File: config.mk
export PLATFORM = sky130hd
export DESIGN_NAME = rv_alu_arbiter
export DESIGN_NICKNAME = d
export VERILOG_FILES = /design/src/rtl/rv_alu_arbiter.sv
export SDC_FILE = /design/constraint.sdc
export NUM_CORES = 1
export LEC_CHECK = 0
export ABC_CLOCK_PERIOD_IN_PS = 2690
export BUFFER_PORTS_ARGS = -buffer_cell sky130_fd_sc_hd__buf_2
export CAP_MARGIN = 5
export CORE_AREA = 2 2 120 122
export DETAILED_ROUTE_END_ITERATION = 12
export DIE_AREA = 0 0 122 124
export SYNTH_ARGS = -nofsm -noshare
export SYNTH_HDL_FRONTEND = slang
export SYNTH_SLANG_ARGS = --single-unit
File: constraint.sdc
create_clock -name clk -period 2.69 [get_ports clk]
set_input_delay 0.1345 -clock clk [delete_from_list [all_inputs] [get_ports clk]]
set_output_delay 0.1345 -clock clk [all_outputs]
set_load 0.01 [all_outputs]
File: src/rtl/rv_alu_arbiter.sv
// Two-port arbiter sharing one external combinational ALU.
// Each port has a valid/ready request handshake and a one-entry registered response slot.
module rv_alu_arbiter #(
    parameter int PRIO_MODE = 0,
    parameter int OP_W      = 4
) (
    input  logic            clk,
    input  logic            reset,
    input  logic            req0_valid_i,
    input  logic [31:0]     req0_opr_a_i,
    input  logic [31:0]     req0_opr_b_i,
    input  logic [OP_W-1:0] req0_op_i,
    output logic            req0_ready_o,
    output logic            rsp0_valid_o,
    output logic [31:0]     rsp0_res_o,
    input  logic            rsp0_ready_i,
    input  logic            req1_valid_i,
    input  logic [31:0]     req1_opr_a_i,
    input  logic [31:0]     req1_opr_b_i,
    input  logic [OP_W-1:0] req1_op_i,
    output logic            req1_ready_o,
    output logic            rsp1_valid_o,
    output logic [31:0]     rsp1_res_o,
    input  logic            rsp1_ready_i,
    output logic [31:0]     alu_opr_a_o,
    output logic [31:0]     alu_opr_b_o,
    output logic [OP_W-1:0] alu_op_o,
    input  logic [31:0]     alu_res_i,
    output logic            busy_o
);
    logic        elig0, elig1, gnt0, gnt1;
    logic        last_gnt_q, last_gnt_d;
    logic        rsp0_valid_q, rsp0_valid_d, rsp1_valid_q, rsp1_valid_d;
    logic [31:0] rsp0_res_q, rsp0_res_d, rsp1_res_q, rsp1_res_d;

    // A slot whose response is draining this cycle can accept a new grant.
    always_comb begin
        elig0 = req0_valid_i & (~rsp0_valid_q | rsp0_ready_i);
        elig1 = req1_valid_i & (~rsp1_valid_q | rsp1_ready_i);
        gnt0  = 1'b0;
        gnt1  = 1'b0;
        if (!reset) begin
            if (elig0 && elig1) begin
                if (PRIO_MODE != 0 || last_gnt_q) gnt0 = 1'b1;
                else                              gnt1 = 1'b1;
            end else begin
                gnt0 = elig0;
                gnt1 = elig1;
            end
        end
    end

    always_comb begin
        alu_opr_a_o = '0;
        alu_opr_b_o = '0;
        alu_op_o    = '0;
        if (gnt0) begin
            alu_opr_a_o = req0_opr_a_i;
            alu_opr_b_o = req0_opr_b_i;
            alu_op_o    = req0_op_i;
        end else if (gnt1) begin
            alu_opr_a_o = req1_opr_a_i;
            alu_opr_b_o = req1_opr_b_i;
            alu_op_o    = req1_op_i;
        end
    end

    always_comb begin
        last_gnt_d   = last_gnt_q;
        rsp0_valid_d = rsp0_valid_q;
        rsp0_res_d   = rsp0_res_q;
        rsp1_valid_d = rsp1_valid_q;
        rsp1_res_d   = rsp1_res_q;
        if (gnt0)      last_gnt_d = 1'b0;
        else if (gnt1) last_gnt_d = 1'b1;
        if (gnt0) begin
            rsp0_valid_d = 1'b1;
            rsp0_res_d   = alu_res_i;
        end else if (rsp0_ready_i) begin
            rsp0_valid_d = 1'b0;
        end
        if (gnt1) begin
            rsp1_valid_d = 1'b1;
            rsp1_res_d   = alu_res_i;
        end else if (rsp1_ready_i) begin
            rsp1_valid_d = 1'b0;
        end
    end

    always_ff @(posedge clk) begin
        if (reset) begin
            last_gnt_q   <= 1'b1;
            rsp0_valid_q <= 1'b0;
            rsp0_res_q   <= '0;
            rsp1_valid_q <= 1'b0;
            rsp1_res_q   <= '0;
        end else begin
            last_gnt_q   <= last_gnt_d;
            rsp0_valid_q <= rsp0_valid_d;
            rsp0_res_q   <= rsp0_res_d;
            rsp1_valid_q <= rsp1_valid_d;
            rsp1_res_q   <= rsp1_res_d;
        end
    end

    assign req0_ready_o = gnt0;
    assign req1_ready_o = gnt1;
    assign rsp0_valid_o = rsp0_valid_q;
    assign rsp0_res_o   = rsp0_res_q;
    assign rsp1_valid_o = rsp1_valid_q;
    assign rsp1_res_o   = rsp1_res_q;
    assign busy_o       = rsp0_valid_q | rsp1_valid_q | gnt0 | gnt1;
endmodule

Yosys cells after proc, flatten, opt, wreduce, memory -nomap -nowiden
Cells that the tools add are included.
- mux-type cells: 18
- bitwise logic cells: 9
- reduce and logical (&&, ||, !) cells: 4
- operators by type and width (kind ; number):
    32-bit two-way mux ; 4
    1-bit two-way mux ; 12
    4-bit two-way mux ; 2
    2-bit nonzero test ; 3
    1-bit bitwise OR ; 5
    1-bit bitwise AND ; 2
    1-bit inverter ; 2
    1-bit logical AND ; 1
- register bits after elaboration: 67
- output and inout bits: 137
- word-level logic and storage cells: 36

Logic depth before layout (Yosys ltp)
Gate-level depths: netlist of the first run.
- depth after elaboration: 8
- depth in mapped cells: 5
- mapped depth without buffers: 3

Worst setup path after synthesis of the first run
Ideal clock, no wire load.
- kind: register -> output
- start point: reg rsp1_valid_q, in the netlist rsp1_valid_o
- end point: out alu_opr_a_o[21]
- stages on the path, launching flop included: 6
- data required time: 2556 ps
- setup slack: 1173 ps
- data arrival time: 1383 ps
- buffers on the path: 2
- path through: dfxtp_1 -> and2b_1 -> o211ai_2 -> buf_4 -> buf_4 -> o32ai_1
- longest elaborated chain between the ends: 8
- elaborated cells between the ends (all ways): 10
- those cells by class: 6 x mux; 3 x bitwise; 1 x reduce/logical
- RTL lines (item ; line ; source):
    from (decl) ; 33 ; logic rsp0_valid_q, rsp0_valid_d, rsp1_valid_q, rsp1_valid_d;
    from (signal assigned) ; 101 ; rsp1_valid_q <= rsp1_valid_d;
    1-bit inverter * ; 39 ; elig1 = req1_valid_i & (~rsp1_valid_q | rsp1_ready_i);
    1-bit bitwise OR * ; 39 ;
    1-bit bitwise AND * ; 39 ;
    1-bit logical AND ; 43 ; if (elig0 && elig1) begin
    1-bit two-way mux ; 43 ;
    1-bit two-way mux ; 42 ; if (!reset) begin
    32-bit two-way mux ; 61 ; end else if (gnt1) begin
    32-bit two-way mux * ; 57 ; if (gnt0) begin
    to (decl) ; 25 ; output logic [31:0] alu_opr_a_o,
Mark *: on every way between the ends. The rest lies on a longest branch, timed or not.

Worst setup path after layout of the first run
- start point: reg rsp0_valid_q, in the netlist rsp0_valid_o
- end point: out alu_opr_b_o[1]
- longest elaborated chain between the ends: 8
- elaborated cells between the ends (all ways): 10
- those cells by class: 6 x mux; 3 x bitwise; 1 x reduce/logical
- RTL lines (item ; line ; source):
    from (decl) ; 33 ;
    from (signal assigned) ; 99 ; rsp0_valid_q <= rsp0_valid_d;
    1-bit inverter * ; 38 ; elig0 = req0_valid_i & (~rsp0_valid_q | rsp0_ready_i);
    1-bit bitwise OR * ; 38 ;
    1-bit bitwise AND * ; 38 ;
    1-bit logical AND ; 43 ;
    1-bit two-way mux ; 43 ;
    1-bit two-way mux ; 42 ;
    32-bit two-way mux ; 61 ;
    32-bit two-way mux * ; 57 ;
    to (decl) ; 26 ; output logic [31:0] alu_opr_b_o,
Marks and branches as above.

==> reports/qor_table.md, run 1 <==
| Step | Result | This run |
| --- | --- | --- |
| clock tree | Cts repair resizes | 0 |
| synth | Flip-flop and latch count after synthesis | 67 |
| grt | Busiest layer in global routing | met2 |
| clock tree | Clock slew at reported path FFs | 0.06 ns |
| clock tree | Clock Sink Count | 67 |
| critical path | Reg-to-Reg Start | rsp1_valid_o |
| timing | Number of max-slew violations in the final report | 0 |
| timing | Setup TNS Final | 0 ns |
| route | Initial detailed-routing violation count | 196 |
| route | Number of nets with antenna violations after detailed routing | 0 |
| critical path | Reg-to-reg setup timing slack | 0.86 ns |
| place | Placed cell count | 948 |
| route | Routed via count divided by cell count | 4.61 |
| clock tree | Deepest clock path buffer count | 2 |
| synth | Avg Cell Area, Syn | 8.54 µm² |
| hold path | WHS Path Cells | 3 |
| floorplanning | Chip height | 124 µm |
| synth | Synthesized area | 4260 µm² |
| grt | Global route overflow | 0 |
| floorplanning | Starting density of the core | 0.311 |
| synth | Share of cell area taken by muxes after synthesis | 0.150 |
| synth | Post-synthesis simple-gate area fraction | 0.254 |
| critical path | Critical Path End Type | output pin |
| timing | RSZ-0062 raised after global routing | no |
| timing | Clk_skew | 0.00513 ns |
| route | Pre-antenna DRT Iters | 4 |
| clock tree | Clock root cell | sky130_fd_sc_hd__clkbuf_16 |
| hold path | Endpoint with the worst hold slack | rsp0_res_o[23] |
| timing | Transition time of the tightest slew-check pin | 0.587 ns |
| synth | Synthesized netlist cell count | 499 |
| synth | Sequential element share of the synthesized area | 0.315 |
| place | Final weighted congestion in routability-driven placement | 0.842 |
| synth | Synthesized-area fraction occupied by ao, oa, aoi and oai cells | 0.162 |
| job | Maximum Capacitance Violations | 0 |
| grt | Routing usage on met1 | 0.215 |
| finish | Growth of design area from synthesis to finish | 46.4% |
| finish | Count of non-filler cells in the finished layout | 965 |
| critical path | Start point of the critical path | rsp0_valid_o |
| finish | Final design utilization | 0.455 |
| timing | Number of hold violations in the final report | 0 |
| grt | Via count of the first global-routing pass | 4104 |
| critical path | Setup CP Type | flop to output pin |
| finish | Number of nets in the finished design | 953 |
| grt | Maximum number of pins on one net before global-route repair | 99 |
| place | Detailed Place HPWL | 11500 µm |
| timing | Final critical path time including I/O delays and setup | 2.22 ns |
| grt | Initial antenna violation count | 2 |
| clock tree | Post-CTS repair timing setup buffer count | 0 |
| hold path | Worst hold path class | primary input to flop |
| floorplanning | Ports | 311 |
| hold path | Origin of the worst min-delay path | alu_res_i[23] |
| clock tree | Num CTS Buffers | 9 |
| grt | Met3 track utilization from global routing | 0.0733 |
| timing | Highest clock rate | 450 MHz |
| power | Worst IR drop on VDD | 0.438 mV |
| critical path | CP max FO | 59 |
| clock tree | Cts hold-fix bufs | 0 |
| place | Number of buffers added on ports | 310 |
| timing | Final setup violation count | 0 |
| floorplanning | Total die area | 15100 µm² |
| synth | Share of synthesized cell area in full adder, half adder and majority cells | 0 |
| power | Lkg Pwr | 0.00333 µW |
| synth | Synthesis warning total | 0 |
| floorplanning | Die width | 122 µm |
| critical path | Startpoint class of the critical path | flop |
| grt | First-pass GRT wire length | 21400 µm |
| finish | Fraction of layout cells with a size suffix above 1 | 0.430 |
| clock tree | CTS tree | done |
| floorplanning | Row Count | 43 |
| route | Routed WL | 15000 µm |
| route | Total via count after detailed routing | 4452 |
| synth | Share of the synthesized netlist area taken by xor and xnor gates | 0 |
| grt | Gr usage total | 0.182 |
| timing | Fin crit share | 0.825 |
| synth | Dominant combinational cell family by area after synthesis | simple AND/OR/NAND/NOR gates |
| critical path | Reg2reg end | rsp0_res_o[16] |
| timing | Relative slew slack | 0.607 |
| route | WL/cell | 15.6 µm |
| critical path | Number of cell instances on the worst register-to-register path | 5 |
| grt | Met2 Use GR | 0.310 |
| floorplanning | Core region area | 13700 µm² |
| synth | Net count after synthesis | 673 |
| synth | Distinct cell type count of the synthesized netlist | 18 |
| route | Residual DRC count | 0 |
| clock tree | H-tree depth | 3 |
| outcome | Status | finished clean |
| critical path | Critical path data arrival time | 2.09 ns |
| power | Cell area power density | 509 nW/µm² |
| critical path | Required @ worst endpoint | 2.56 ns |
| clock tree | Source-to-sink clock delay at the later pin of the worst-skew pair | 0.32 ns |
state kept, by name (all words and copies together) (netlist names):
register and flops:
rsp0_res_o 32, rsp1_res_o 32, last_gnt_q 1, rsp0_valid_o 1
rsp1_valid_o 1
through the flow:
step / hold slack, ns / setup slack [ns] / cell area [µm²] / power, µW
floorplan: 0.302 / 1.17 / 4260 / 1580
global placement: 0.422 / 0.816 / 5910 / 1920
detailed placement: 0.428 / 0.803 / 5910 / 1920
CTS: 0.0808 / 0.433 / 6240 / 3220
global route: 0.102 / 0.340 / 6240 / 3320
finish: 0.0918 / 0.469 / 6240 / 3180
report_power, final:
part	switching [µW]	internal, µW	total (µW)
sequential	34.9	1070	1100
clock	417	860	1280
combinational	421	378	799
total	873	2300	3180
area by class of cell:
cell class	instances	area, µm²
timing repair buffer	317	1660
inverter	68	255
tap	180	225
clock inverter	4	72.6
fill	1395	7480
sequential	67	1340
clock buffer	12	256
antenna	1	2.50
multi-input combinational	316	2430
placed cells by master, fill, tap and decap left out, drive strengths merged:
master	n
nand2b	167
clkbuf	12
diode	1
o21ai	1
o211ai	2
buf	317
and2b	2
clkinv	1
mux2i	64
nor2	5
o21bai	1
clkinvlp	1
o32ai	68
nand2	1
a21oi	3
inv	68
bufinv	2
o211a	2
dfxtp	67
worst max path at each step:
stage	endpoint	slack [ns]	cells past startpoint
after floorplan	alu_opr_a_o[21]	1.17	5
after global placement	alu_opr_b_o[1]	0.82	5
after detailed placement	alu_opr_b_o[1]	0.80	5
after CTS	alu_opr_b_o[1]	0.43	5
after global routing	alu_opr_b_o[1]	0.34	5
final	alu_opr_b_o[1]	0.47	5
metal layers:
| layer | wire length (µm) | up-vias |
|---|---|---|
| li1 | - | 2242 |
| met1 | 6330 | 2023 |
| met2 | 7040 | 173 |
| met3 | 1520 | 12 |
| met4 | 113 | 2 |
| met5 | 13 | - |
logic make-up (layout without fill, tap and decap cells):
kind of cell,count (synthesis),after routing
DFF,67,67
muxes,64,64
and+or+nand+nor,175,175
AOI/OAI and AO/OA,77,77
buffers and inverters,116,401
other,0,1
cell usage after synthesis:
| master | number | area (µm²) |
|---|---|---|
| sky130_fd_sc_hd__nand2b_1 | 167 | 1040 |
| sky130_fd_sc_hd__buf_2 | 7 | 35.0 |
| sky130_fd_sc_hd__o32ai_2 | 3 | 48.8 |
| sky130_fd_sc_hd__nand2_1 | 1 | 3.75 |
| sky130_fd_sc_hd__o211ai_2 | 2 | 25.0 |
| sky130_fd_sc_hd__inv_1 | 68 | 255 |
| sky130_fd_sc_hd__o21bai_1 | 1 | 7.51 |
| sky130_fd_sc_hd__nor2_1 | 5 | 18.8 |
| sky130_fd_sc_hd__buf_6 | 5 | 56.3 |
| sky130_fd_sc_hd__clkbuf_1 | 29 | 109 |
| sky130_fd_sc_hd__o32ai_1 | 65 | 569 |
| sky130_fd_sc_hd__and2b_1 | 2 | 15.0 |
| sky130_fd_sc_hd__o21ai_0 | 1 | 5.00 |
| sky130_fd_sc_hd__o211a_1 | 2 | 20.0 |
| sky130_fd_sc_hd__buf_4 | 7 | 52.6 |
| sky130_fd_sc_hd__mux2i_1 | 64 | 641 |
| sky130_fd_sc_hd__dfxtp_1 | 67 | 1340 |
| sky130_fd_sc_hd__a21oi_1 | 3 | 15.0 |
critical path, cell delays in order (launching register included):
cell	delay, ns
sky130_fd_sc_hd__dfxtp_1	0.32
sky130_fd_sc_hd__and2b_1	0.21
sky130_fd_sc_hd__o211ai_4	0.52
sky130_fd_sc_hd__buf_12	0.34
sky130_fd_sc_hd__o32ai_1	0.18
sky130_fd_sc_hd__buf_2	0.17
Power figures use the tool's default switching activity.
==> run 2, diff against run 1 <==
ABC_CLOCK_PERIOD_IN_PS = 1800   (was 2690)
CORE_AREA = 2 2 121 123   (was 2 2 120 122)
DIE_AREA = 0 0 123 125   (was 0 0 122 124)
PLACE_DENSITY = 0.65   (was default)
clock period = 1.8 ns   (was 2.69 ns; I/O delays follow)
==> reports/qor_table.md, run 2 (synthesis results as in run 1) <==
| Step | Result | This run | Delta |
| --- | --- | --- | --- |
| outcome | Status | finished clean | unchanged |
| finish | Final design utilization | 0.488 | was 0.455 |
| grt | Gr usage total | 0.165 | was 0.182 |
| grt | Global route overflow | 0 | unchanged |
| timing | Clk_skew | 0.00412 ns | was 0.00513 ns |
| critical path | Required @ worst endpoint | 1.71 ns | was 2.56 ns |
| grt | Via count of the first global-routing pass | 4144 | was 4104 |
| timing | Final worst setup slack | 0.0301 ns | was 0.469 ns |
| clock tree | Num CTS Buffers | 9 | unchanged |
| power | Lkg Pwr | 0.00361 µW | was 0.00333 µW |
| hold path | Worst hold path class | primary input to flop | unchanged |
| route | WL/cell | 15.7 µm | was 15.6 µm |
| route | Initial detailed-routing violation count | 111 | was 196 |
| floorplanning | Core region area | 14200 µm² | was 13700 µm² |
| floorplanning | Ports | 311 | unchanged |
| clock tree | Clock slew at reported path FFs | 0.05 ns | was 0.06 ns |
| timing | Fin crit share | 0.983 |  |
| clock tree | Deepest clock path buffer count | 2 | unchanged |
| route | Pre-antenna DRT Iters | 4 | unchanged |
| route | Number of nets with antenna violations after detailed routing | 0 | unchanged |
| place | Number of buffers added on ports | 310 | unchanged |
| route | Total via count after detailed routing | 4600 | was 4452 |
| critical path | CP max FO | 15 | was 59 |
| place | Placement Setup Slack | 0.190 ns | was 0.803 ns |
| finish | Most common library cell in the layout ignoring fill and taps | sky130_fd_sc_hd__buf_2 | unchanged |
| clock tree | H-tree depth | 3 | unchanged |
| route | Routed via count divided by cell count | 4.61 | about the same |
| floorplanning | Die width | 123 µm | was 122 µm |
| clock tree | Clock root cell | sky130_fd_sc_hd__clkbuf_16 | unchanged |
| place | Detailed Place HPWL | 10300 µm | was 11500 µm |
| job | Maximum Capacitance Violations | 0 | unchanged |
| critical path | Startpoint class of the critical path | flop | unchanged |
| finish | Count of non-filler cells in the finished layout | 998 | was 965 |
| finish | Fraction of layout cells with a size suffix above 1 | 0.493 | was 0.430 |
| finish | Number of nets in the finished design | 979 | was 953 |
| timing | Transition time of the tightest slew-check pin | 0.416 ns | was 0.587 ns |
| floorplanning | Starting density of the core | 0.300 | was 0.311 |
| grt | Initial antenna violation count | 4 | was 2 |
| finish | Growth of design area from synthesis to finish | 62.5% | was 46.4% |
| place | Placed cell count | 955 | was 948 |
| timing | Number of max-slew violations in the final report | 0 | unchanged |
| finish | Commonest cells after routing, fill and taps aside | 309 x sky130_fd_sc_hd__buf_2, 165 x sky130_fd_sc_hd__nand2b_1, 68 x sky130_fd_sc_hd__inv_1, 65 x sky130_fd_sc_hd__dfxtp_1, 64 x sky130_fd_sc_hd__mux2i_1 | was 309 x sky130_fd_sc_hd__buf_2, 167 x sky130_fd_sc_hd__nand2b_1, 68 x sky130_fd_sc_hd__inv_1, 67 x sky130_fd_sc_hd__dfxtp_1, 65 x sky130_fd_sc_hd__o32ai_1 |
| power | Worst IR drop on VDD | 0.728 mV | was 0.438 mV |
| power | Cell area power density | 698 nW/µm² | was 509 nW/µm² |
| timing | Setup TNS Final | 0 ns | unchanged |
| route | Routed WL | 15700 µm | was 15000 µm |
| timing | Final setup violation count | 0 | unchanged |
| grt | Maximum number of pins on one net before global-route repair | 70 | was 99 |
| grt | First-pass GRT wire length | 20300 µm | was 21400 µm |
| route | Residual DRC count | 0 | unchanged |
| clock tree | Clock Sink Count | 67 | unchanged |
| place | Final weighted congestion in routability-driven placement | 0.748 | was 0.842 |
| timing | Final critical path time including I/O delays and setup | 1.77 ns |  |
| timing | Relative slew slack | 0.723 | was 0.607 |
| critical path | Critical path data arrival time | 1.68 ns | was 2.09 ns |
| critical path | Critical Path End Type | output pin | unchanged |
| floorplanning | Chip height | 125 µm | was 124 µm |
| timing | RSZ-0062 raised after global routing | yes | was no |
| clock tree | CTS tree | done | unchanged |
| timing | Highest clock rate | 565 MHz |  |
| critical path | Setup CP Type | flop to output pin | unchanged |
| clock tree | Source-to-sink clock delay at the later pin of the worst-skew pair | 0.33 ns | was 0.32 ns |
| timing | Number of hold violations in the final report | 0 | unchanged |
| floorplanning | Total die area | 15400 µm² | was 15100 µm² |
| floorplanning | Row Count | 44 | was 43 |
-- run 2: cell count changes in the layout (fill, tap and decap cells not counted), moves of 3 or more --
cell,before,now
sky130_fd_sc_hd__buf_4,4,11
sky130_fd_sc_hd__clkbuf_16,9,17
sky130_fd_sc_hd__buf_6,0,4
sky130_fd_sc_hd__buf_12,4,8
sky130_fd_sc_hd__o32ai_1,65,35
sky130_fd_sc_hd__diode_2,1,4
sky130_fd_sc_hd__o32ai_2,3,31
-- run 2: routing by layer --
layer | track usage | share of wire | wire length [µm]
met3 | 0.0552 | 0.090 | 1410
met5 | 0 | 0.00083 | 13
met1 | 0.185 | 0.38 | 5900
met4 | 0.0602 | 0.018 | 289
met2 | 0.289 | 0.52 | 8090
-- run 2: critical path, cell delays in order (launching register included) --
cell,delay [ns]
sky130_fd_sc_hd__dfxtp_1,0.36
sky130_fd_sc_hd__nand2b_4,0.15
sky130_fd_sc_hd__o211ai_4,0.09
sky130_fd_sc_hd__buf_12,0.15
sky130_fd_sc_hd__buf_12,0.16
sky130_fd_sc_hd__o32ai_4,0.24
sky130_fd_sc_hd__buf_2,0.19
-- run 2: timing repair --
action,4_1_cts,5_1_grt
resized for setup,4,40
cloned,1,12
hold buffers,0,0
hold endpoints to repair,0,0
pin swaps,0,9
endpoints found under the setup margin,25,68
setup buffers,2,8
-- run 2: final cells by class --
cell class / instances / area (µm²)
Tap cell: 184 / 230
Sequential cell: 67 / 1350
Clock buffer: 11 / 243
Fill cell: 1396 / 7280
Clock inverter: 5 / 52.6
Inverter: 68 / 255
Antenna cell: 4 / 10.0
Multi-Input combinational cell: 316 / 2700
Timing Repair Buffer: 343 / 2090
-- run 2: worst paths after layout --
kind                            slack [ns]  cells past startpoint           start        endpoint
worst min-delay path                  0.04                      3    alu_res_i[3]   rsp1_res_o[3]
worst min register to register        0.47                      2  rsp1_res_o[28]  rsp1_res_o[28]
worst max register to register        0.25                      6    rsp0_valid_o   rsp1_res_o[1]
worst max-delay path                  0.03                      6      last_gnt_q  alu_opr_a_o[6]
-- run 2: stage by stage --
step / cell area [µm²] / total power (µW) / hold WS (ns)
after floorplan: 4260 / 2360 / 0.258
after detailed placement: 5970 / 2880 / 0.381
final: 6930 / 4840 / 0.0432
after global routing: 6920 / 5070 / 0.0583
after CTS: 6340 / 4670 / 0.0329
after global placement: 5970 / 2880 / 0.376
-- run 2: power by group --
group | total (µW) | internal, µW | switching, µW | leakage [µW]
clock | 1720 | 1100 | 620 | 0.000145
sequential | 1650 | 1590 | 56.2 | 0.000552
combinational | 1470 | 744 | 722 | 0.00292
total | 4840 | 3440 | 1400 | 0.00361
==> run 3, diff against run 2 <==
PLACE_DENSITY = 0.76   (was 0.65)
==> reports/qor_table.md, run 3 (synthesis results as in run 1) <==
| Step | Result | This run | Delta |
| --- | --- | --- | --- |
| outcome | Status | finished with violations | was finished clean |
| outcome | Violated checks | negative setup slack |  |
| finish | Most common library cell in the layout ignoring fill and taps | sky130_fd_sc_hd__buf_2 | unchanged |
| clock tree | Clock root cell | sky130_fd_sc_hd__clkbuf_16 | unchanged |
| power | Total power draw | 4740 µW | was 4840 µW |
| place | Detailed Place HPWL | 11000 µm | was 10300 µm |
| timing | Relative slew slack | 0.674 | was 0.723 |
| hold path | Worst hold path class | primary input to flop | unchanged |
| timing | RSZ-0062 raised after global routing | yes | unchanged |
| critical path | Peak per-stage delay on the critical path | 0.35 ns | was 0.36 ns |
| timing | Fin crit share | 1.05 | was 0.983 |
| place | Number of buffers added on ports | 310 | unchanged |
| floorplanning | Chip height | 125 µm | unchanged |
| timing | Transition time of the tightest slew-check pin | 0.489 ns | was 0.416 ns |
| critical path | Critical Path End Type | output pin | unchanged |
| finish | Count of non-filler cells in the finished layout | 986 | was 998 |
| clock tree | Clock Sink Count | 67 | unchanged |
| job | Maximum Capacitance Violations | 0 | unchanged |
| timing | Final worst setup slack | -0.0828 ns | was 0.0301 ns |
| timing | Final setup violation count | 4 | was 0 |
| grt | Maximum number of pins on one net before global-route repair | 82 | was 70 |
| route | Residual DRC count | 0 | unchanged |
| power | Lkg Pwr | 0.00353 µW | was 0.00361 µW |
| timing | Number of max-slew violations in the final report | 0 | unchanged |
| route | Initial detailed-routing violation count | 147 | was 111 |
| route | Total via count after detailed routing | 4614 | was 4600 |
| power | Cell area power density | 697 nW/µm² | was 698 nW/µm² |
| clock tree | CTS tree | done | unchanged |
| grt | Global route overflow | 0 | unchanged |
| clock tree | Num CTS Buffers | 9 | unchanged |
| place | Final weighted congestion in routability-driven placement | 0.801 | was 0.748 |
| critical path | Cell-by-cell listing of the critical path | and2b_2 -> o211ai_4 -> buf_12 -> clkbuf_16 -> o32ai_1 -> buf_2 | was nand2b_4 -> o211ai_4 -> buf_12 -> buf_12 -> o32ai_4 -> buf_2 |
| critical path | CP max stage cell | sky130_fd_sc_hd__dfxtp_2 | was sky130_fd_sc_hd__dfxtp_1 |
| critical path | Setup CP Type | flop to output pin | unchanged |
| floorplanning | Core region area | 14200 µm² | unchanged |
| critical path | Startpoint class of the critical path | flop | unchanged |
| timing | Highest clock rate | 531 MHz | was 565 MHz |
| finish | Growth of design area from synthesis to finish | 59.7% | was 62.5% |
| clock tree | H-tree depth | 3 | unchanged |
| floorplanning | Row Count | 44 | unchanged |
| critical path | Reg-to-reg setup timing slack | 0.29 ns | was 0.25 ns |
| power | Worst IR drop on VDD | 0.680 mV | was 0.728 mV |
| grt | Initial antenna violation count | 3 | was 4 |
| clock tree | Source-to-sink clock delay at the later pin of the worst-skew pair | 0.33 ns | about the same |
| clock tree | Clock slew at reported path FFs | 0.05 ns | about the same |
| grt | Via count of the first global-routing pass | 4079 | was 4144 |
| finish | Fraction of layout cells with a size suffix above 1 | 0.492 | was 0.493 |
| grt | First-pass GRT wire length | 21000 µm | was 20300 µm |
| route | Pre-antenna DRT Iters | 4 | unchanged |
| finish | Number of nets in the finished design | 968 | was 979 |
| place | Dpl cell area | 5970 µm² | about the same |
| finish | Post-route standard cell area excluding fillers | 6810 µm² | was 6930 µm² |
| timing | Clk_skew | 0.00486 ns | was 0.00412 ns |
| timing | Number of hold violations in the final report | 0 | unchanged |
| critical path | Critical path data arrival time | 1.79 ns | was 1.68 ns |
| route | Routed via count divided by cell count | 4.68 | was 4.61 |
| route | WL/cell | 15.8 µm | was 15.7 µm |
| clock tree | Cts hold-fix bufs | 0 | unchanged |
| route | Number of nets with antenna violations after detailed routing | 0 | unchanged |
| floorplanning | Starting density of the core | 0.300 | unchanged |
| grt | Gr usage total | 0.173 | was 0.165 |
| floorplanning | Ports | 311 | unchanged |
| route | Routed WL | 15600 µm | was 15700 µm |
| clock tree | Deepest clock path buffer count | 2 | unchanged |
| critical path | Required @ worst endpoint | 1.71 ns | about the same |
| timing | Final critical path time including I/O delays and setup | 1.88 ns | was 1.77 ns |
| finish | Commonest cells after routing, fill and taps aside | 309 x sky130_fd_sc_hd__buf_2, 165 x sky130_fd_sc_hd__nand2b_1, 68 x sky130_fd_sc_hd__inv_1, 65 x sky130_fd_sc_hd__dfxtp_1, 64 x sky130_fd_sc_hd__mux2i_1 | unchanged |
| place | Placed cell count | 956 | was 955 |
| floorplanning | Die width | 123 µm | unchanged |
| critical path | CP max FO | 23 | was 15 |
| place | Placement Setup Slack | 0.213 ns | was 0.190 ns |
| floorplanning | Total die area | 15400 µm² | unchanged |
-- run 3: power breakdown --
part,switching (µW),total [µW],internal (µW)
logic,717,1410,698
clock network,631,1680,1040
registers,58.4,1650,1590
-- run 3: critical path, delay by kind of cell (launching register included) --
family / cells / cell delay, ns
compound gates: 2 / 0.38
flops: 1 / 0.35
buf+inv: 3 / 0.55
simple gates: 1 / 0.19
-- run 3: final timing paths --
kind / startpoint / end / cells past startpoint
worst max-delay path: rsp1_valid_o / alu_opr_a_o[5] / 6
worst max register to register: rsp0_valid_o / rsp1_res_o[1] / 6
worst min register to register: rsp1_res_o[27] / rsp1_res_o[27] / 2
worst min-delay path: alu_res_i[23] / rsp0_res_o[23] / 3
-- run 3: timing repair --
item	in CTS	in global routing
resized for setup	6	45
endpoints found under the setup margin	35	69
setup buffers	0	5
gates cloned	0	6
pin swaps	0	2
-- run 3: routing by layer --
metal,share of wire,track usage,vias up
li1,-,-,2275
met1,0.39,0.197,2146
met2,0.51,0.303,173
met3,0.080,0.0516,20
met4,0.017,0.0622,0
met5,0,0,-
-- run 3: final cells by class --
| type | instances | area [µm²] |
|---|---|---|
| Inverter | 68 | 255 |
| Fill cell | 1353 | 7400 |
| Multi-Input combinational cell | 316 | 2760 |
| Clock buffer | 13 | 270 |
| Clock inverter | 3 | 21.3 |
| Tap cell | 184 | 230 |
| Timing Repair Buffer | 332 | 1920 |
| Antenna cell | 3 | 7.51 |
| Sequential cell | 67 | 1340 |
-- run 3: stage by stage --
| step | hold WS [ns] | utilization | TNS (ns) |
|---|---|---|---|
| after floorplan | 0.258 | - | 0 |
| after CTS | 0.0333 | 0.444 | -0.427 |
| after detailed placement | 0.386 | 0.420 | 0 |
| after global routing | 0.0593 | 0.479 | -1.80 |
| final | 0.0426 | 0.479 | -0.106 |
| after global placement | 0.372 | 0.420 | 0 |
